==> src/rtl/box_window_scheduler.sv <==
// rtl/box_window_scheduler.sv - raster-order 1x3 box window scheduler with shadowed kernel taps.
// Optional BOX_BORDER_ZERO_EN: border taps read +0.0 instead of replicating the edge pixel.
module box_window_scheduler #(
    parameter int EXP_WIDTH    = 5,
    parameter int FRAC_WIDTH   = 10,
    parameter int IMAGE_WIDTH  = 640,
    parameter int IMAGE_HEIGHT = 480,
    localparam int FP_WIDTH_REG = 1 + EXP_WIDTH + FRAC_WIDTH
) (
    input  logic                                   clk_i,
    input  logic                                   rst_i,
    input  logic [FP_WIDTH_REG-1:0]                pixel_i,
    input  logic                                   valid_i,
    output logic                                   ready_o,
    input  logic                                   kernel_we_i,
    input  logic [1:0]                             kernel_idx_i,
    input  logic [FP_WIDTH_REG-1:0]                kernel_data_i,
    output logic [0:0][0:2][FP_WIDTH_REG-1:0]      window_o,
    output logic [0:0][0:2][FP_WIDTH_REG-1:0]      kernel_o,
    output logic [15:0]                            col_o,
    output logic [15:0]                            row_o,
    output logic                                   valid_o,
    output logic                                   frame_done_o
);

    // 1/3 = 1.0101..b x 2^-2, rounded to nearest in the fraction field.
    function automatic logic [FP_WIDTH_REG-1:0] one_third();
        logic [FRAC_WIDTH-1:0] f;
        logic [EXP_WIDTH-1:0]  e;
        f = '0;
        for (int i = 0; i < FRAC_WIDTH; i++) begin
            f[FRAC_WIDTH-1-i] = ((i % 2) == 1);
        end
        if ((FRAC_WIDTH % 2) == 1) begin
            f = f + 1'b1;
        end
        e = EXP_WIDTH'((1 << (EXP_WIDTH - 1)) - 3);
        return {1'b0, e, f};
    endfunction

    localparam logic [FP_WIDTH_REG-1:0] TAP_RESET = one_third();
    localparam logic [15:0] LAST_COL = 16'(IMAGE_WIDTH - 1);
    localparam logic [15:0] LAST_ROW = 16'(IMAGE_HEIGHT - 1);

    typedef enum logic [1:0] {
        S_FIRST = 2'd0,
        S_RUN   = 2'd1,
        S_FLUSH = 2'd2
    } state_t;

    state_t state_q, state_d;

    logic [FP_WIDTH_REG-1:0]           l_q, c_q;
    logic [15:0]                       col_cnt_q, row_cnt_q;
    logic [0:2][FP_WIDTH_REG-1:0]      shadow_q;
    logic                              accept;
    logic [FP_WIDTH_REG-1:0]           left_border, right_border;

    assign ready_o = (state_q != S_FLUSH) && !rst_i;
    assign accept  = valid_i && ready_o;

`ifdef BOX_BORDER_ZERO_EN
    assign left_border  = '0;
    assign right_border = '0;
`else
    assign left_border  = pixel_i;
    assign right_border = c_q;
`endif

    always_ff @(posedge clk_i) begin
        if (rst_i) begin
            state_q <= S_FIRST;
        end else begin
            state_q <= state_d;
        end
    end

    always_comb begin
        state_d = state_q;
        unique case (state_q)
            S_FIRST: if (accept) state_d = S_RUN;
            S_RUN:   if (accept && (col_cnt_q == LAST_COL)) state_d = S_FLUSH;
            S_FLUSH: state_d = S_FIRST;
            default: state_d = S_FIRST;
        endcase
    end

    always_ff @(posedge clk_i) begin
        if (rst_i) begin
            l_q          <= '0;
            c_q          <= '0;
            col_cnt_q    <= '0;
            row_cnt_q    <= '0;
            window_o     <= '0;
            col_o        <= '0;
            row_o        <= '0;
            valid_o      <= 1'b0;
            frame_done_o <= 1'b0;
            shadow_q     <= {3{TAP_RESET}};
            kernel_o     <= {3{TAP_RESET}};
        end else begin
            valid_o      <= 1'b0;
            frame_done_o <= 1'b0;

            // The commit below reads the pre-write shadow, so a coincident write waits a frame.
            if (kernel_we_i && (kernel_idx_i != 2'd3)) begin
                shadow_q[kernel_idx_i] <= kernel_data_i;
            end

            unique case (state_q)
                S_FIRST: begin
                    if (accept) begin
                        c_q       <= pixel_i;
                        l_q       <= left_border;
                        col_cnt_q <= 16'd1;
                        if (row_cnt_q == 16'd0) begin
                            kernel_o[0] <= shadow_q;
                        end
                    end
                end
                S_RUN: begin
                    if (accept) begin
                        window_o[0] <= {l_q, c_q, pixel_i};
                        col_o       <= col_cnt_q - 16'd1;
                        row_o       <= row_cnt_q;
                        valid_o     <= 1'b1;
                        l_q         <= c_q;
                        c_q         <= pixel_i;
                        if (col_cnt_q != LAST_COL) begin
                            col_cnt_q <= col_cnt_q + 16'd1;
                        end
                    end
                end
                S_FLUSH: begin
                    window_o[0] <= {l_q, c_q, right_border};
                    col_o       <= LAST_COL;
                    row_o       <= row_cnt_q;
                    valid_o     <= 1'b1;
                    col_cnt_q   <= 16'd0;
                    if (row_cnt_q == LAST_ROW) begin
                        frame_done_o <= 1'b1;
                        row_cnt_q    <= 16'd0;
                    end else begin
                        row_cnt_q <= row_cnt_q + 16'd1;
                    end
                end
                default: ;
            endcase
        end
    end

endmodule

==> config.mk <==
export PLATFORM = sky130hd
export DESIGN_NAME = box_window_scheduler
export DESIGN_NICKNAME = d
export VERILOG_FILES = /design/src/rtl/box_window_scheduler.sv
export SDC_FILE = /design/constraint.sdc
export NUM_CORES = 1
export LEC_CHECK = 0
export CAP_MARGIN = 10
export CELL_PAD_IN_SITES_DETAIL_PLACEMENT = 1
export CELL_PAD_IN_SITES_GLOBAL_PLACEMENT = 1
export CORE_MARGIN = 2
export CORE_UTILIZATION = 41
export CTS_BUF_LIST = sky130_fd_sc_hd__clkbuf_8
export DETAILED_ROUTE_END_ITERATION = 7
export PLACE_DENSITY = 0.89
export SYNTH_ARGS = -nofsm -noshare
export SYNTH_HDL_FRONTEND = slang
export SYNTH_SLANG_ARGS = --single-unit
==> constraint.sdc <==
create_clock -name clk_i -period 2.35 [get_ports clk_i]
set_input_delay 0.47 -clock clk_i [delete_from_list [all_inputs] [get_ports clk_i]]
set_output_delay 0.47 -clock clk_i [all_outputs]
set_load 0.005 [all_outputs]
==> impl_metrics.csv <==
group,metric,value,unit
worst_setup_path,regToRegSetupSlack,150,ps
global_routing,grt_max_degree,161,
sta,fmax,452.2,MHz
placement,post-dp-hpwl,20.53,mm
clock_tree,htreeDepth,2,
logic_synthesis,avgSynthCellArea,8.290,um^2
hold_path,whs_path_depth,2,
logic_synthesis,synth_area_leader_cell,"dfxtp_1",
worst_setup_path,reg2reg_from,"col_cnt_q[1]$_SDFFE_PP0P_",
logic_synthesis,synth_warnings,0,
global_routing,grt.overflow.total,0,
power_and_ir_drop,pwr-share-clk,42.5,%
logic_synthesis,synthDistinctLibCells,54,
floorplan,start_util,41.61,%
power_and_ir_drop,pwr-share-seq,48.4,%
worst_setup_path,required,1880,ps
clock_tree,cts.sink_count,244,
floorplan,core_area,23330,um^2
sta,finalMaxSlewViolations,0,
clock_tree,cts_setup_buffers,0,
floorplan,num_io_pins,169,
layout,final_common_cell,"nand2_1",
placement,gp_congestion,0.8288,
worst_setup_path,crit_path_max_fanout,10,
layout,antenna_cells,0,
sta,hold_viol,0,
floorplan,die_y,157.9,um
global_routing,antenna_found_initial,0,
global_routing,grt_first_pass_wirelength,48.27,mm
clock_tree,path_clk_slew,60,ps
status,status,"finished clean",
routing,wl_per_cell,17.97,um
logic_synthesis,synth_top_area_share,50.32,%
hold_path,hold_path.class,"reg -> reg",
logic_synthesis,async_reset_ff_share,0,%
worst_setup_path,critPathLaunchType,"flip-flop",
placement,portBuffers,168,
sta,fin_crit_sh,94.10,%
worst_setup_path,worstReg2RegEnd,"col_cnt_q[14]$_SDFFE_PP0P_",
logic_synthesis,syn_inst,1171,
routing,drc,0,
routing,vias_per_cell,5.248,
clock_tree,cts_buffers,42,
sta,period_needed,2211,ps
layout,layout_common_cells,"nand2_1 (347), dfxtp_1 (243), clkdlybuf4s50_1 (166)",
global_routing,grt_pass1_vias,9334,
power_and_ir_drop,p_leak,4.796,nW
power_and_ir_drop,switchingPower,2.299,mW
floorplan,fp-row-count,56,
clock_tree,cts_tree,"built",
clock_tree,clock_path_buffers,3,
logic_synthesis,synth_seq_area_share,50.32,%
routing,dr_total_vias,8895,
global_routing,gr-usage-all-layers,24.32,%
power_and_ir_drop,intPower,6.690,mW
logic_synthesis,syn-cell-area,9708,um^2
routing,drtPass1Iterations,5,
sta,maxSlewHeadroom,47.60,%
power_and_ir_drop,vdd_drop_max,0.0003731,V
sta,fin_ws,138.6,ps
layout,areaGrowthSynthToFinish,31.69,%
hold_path,holdCritStartpoint,"l_q[13]$_SDFFE_PP0P_",
sta,fin_worst_skew,14.90,ps
power_and_ir_drop,swShare,25.57,%
logic_synthesis,synth_enable_flop_cells,0,
worst_setup_path,crit_arrival,1740,ps
routing,ant_nets,0,
clock_tree,cts-hold-fix-buffers,0,
logic_synthesis,synth_nets,1217,
floorplan,dieArea,24920,um^2
clock_tree,cts_root_buf,"clkbuf_8",
clock_tree,clk_latency,550,ps
power_and_ir_drop,power_density,703.1,nW/um^2
worst_setup_path,crit_path_end_kind,"primary output",
routing,drt_iter0_drc,501,
logic_synthesis,synth-seq-cells,244,
worst_setup_path,criticalPathCategory,"reg -> out",
routing,routed_wl,30.45,mm
floorplan,die_w,157.9,um
sta,rsz0062_at_grt,"no",
layout,layout-drive-gt1-share,9.666,%
power_and_ir_drop,p_comb_share,9.1,%
placement,place_ws,-36.45,ps
logic_synthesis,synth_top_cells_by_area,"dfxtp_1 (50%), nand2_1 (13%), a21oi_1 (6.1%), nand3b_1 (4.0%), mux2i_1 (3.4%)",
sta,finalSetupViolations,0,
logic_synthesis,synthFlopType,"dfxtp_1",
hold_path,hold_path_end,"window_o[45]$_SDFFE_PP0P_",
sta,tightestPinTransition,786.0,ps
layout,nets,1392,
run,maxCapViolCount,0,
worst_setup_path,reg2regPathDepth,7,
power_and_ir_drop,power,8.988,mW
[per-stage QoR]
step / cells / TNS [ps] / hold WS (ps) / util, % / area, um^2
detailed placement: 1621 / -131.6 / 446.6 / 51.15 / 11930
global route: 1695 / 0 / 472.8 / 54.79 / 12780
finish: 1695 / 0 / 449.9 / 54.79 / 12780
floorplan: 1171 / 0 / 436.6 / - / 9708
global placement: 1621 / 0 / 434.5 / 51.15 / 11930
CTS: 1695 / 0 / 446.5 / 54.75 / 12770
[critical path, stage by stage (launching register included)]
cell and delay (ps):
dfxtp_2 360, inv_1 70, ha_2 220, buf_4 190, nor2_1 100, clkdlybuf4s15_2 240
[per-layer routing]
layer	up-vias	GRT usage (%)	share of wire (%)
met5	-	0	0
li1	4285	-	-
met4	0	7.706	2.3
met3	55	6.241	5.9
met1	4345	29.07	43
met2	210	42.63	49
[registers in the layout, indices dropped and copies added (netlist names)]
signal        count
row_cnt_q        16
c_q              16
kernel_o         48
window_o         48
frame_done_o      1
shadow_q         48
state_q           2
col_o            16
col_cnt_q        16
row_o            16
l_q              16
valid_o           1
[layout make-up]
cell class,instances,area (um^2)
fill,2766,10550
clock buffer,53,729.5
multi-input combinational,831,4473
clock inverter,21,107.6
inverter,11,45.04
timing repair buffer,216,2145
sequential,244,4886
tap,319,399.1
[worst max-delay path by stage]
| stage | endpoint | cells after the start | startpoint | slack (ps) |
|---|---|---|---|---|
| after floorplan | kernel_o[10]$_SDFFE_PP1P_ | 10 | state_q[0]$_SDFFE_PP0P_ | 190 |
| after global placement | kernel_o[47]$_SDFFE_PP0P_ | 8 | valid_i | 50 |
| after detailed placement | kernel_o[43]$_SDFFE_PP0P_ | 8 | valid_i | -40 |
| after CTS | ready_o | 5 | state_q[0]$_SDFFE_PP0P_ | 30 |
| after global routing | col_cnt_q[14]$_SDFFE_PP0P_ | 7 | col_cnt_q[1]$_SDFFE_PP0P_ | 30 |
| final | ready_o | 5 | state_q[0]$_SDFFE_PP0P_ | 140 |
[synth_stat cells (4+ instances only)]
| cell | number |
|---|---|
| ha_1 | 8 |
| clkbuf_1 | 61 |
| o21ai_0 | 13 |
| xnor2_1 | 13 |
| o22ai_1 | 4 |
| and3_1 | 9 |
| nor3_1 | 13 |
| nand4_1 | 12 |
| buf_2 | 13 |
| a211o_1 | 4 |
| buf_1 | 7 |
| nor3b_1 | 4 |
| inv_1 | 10 |
| a21oi_1 | 119 |
| dfxtp_1 | 244 |
| mux2i_1 | 33 |
| nor2_1 | 77 |
| a211oi_1 | 37 |
| xor2_1 | 14 |
| nand3b_1 | 52 |
| a21o_1 | 7 |
| nand3_1 | 13 |
| nand2_1 | 347 |
| nor4_1 | 8 |
[power by group through the flow]
stage | clock network [mW] | logic [mW] | registers (mW)
finish | 3.82 | 0.821 | 4.35
global route | 4.10 | 0.900 | 4.36
CTS | 3.91 | 0.825 | 4.35
detailed placement | 0 | 0.811 | 4.44
global placement | 0 | 0.780 | 4.43
floorplan | 0 | 0.422 | 4.42
[cells by family (layout without fill, tap and decap cells)]
logic type               after synthesis  count (layout)  synth area share (%)
adder cells (fa/ha/maj)                8               8                 1.031
XOR/XNOR                              27              27                 2.436
flip-flops                           244             244                 50.32
multiplexers                          33              33                 3.403
AO/OA/AOI/OAI                        201             201                 12.18
AND/OR/NAND/NOR                      562             562                 26.55
buffers and inverters                 96             301                 4.086
[what timing repair did]
action,in CTS,in global routing
pin swaps,0,1
gates resized for setup,4,3
cloned,0,0
setup endpoints to repair,1,13
(Power assumes the default switching activity.)
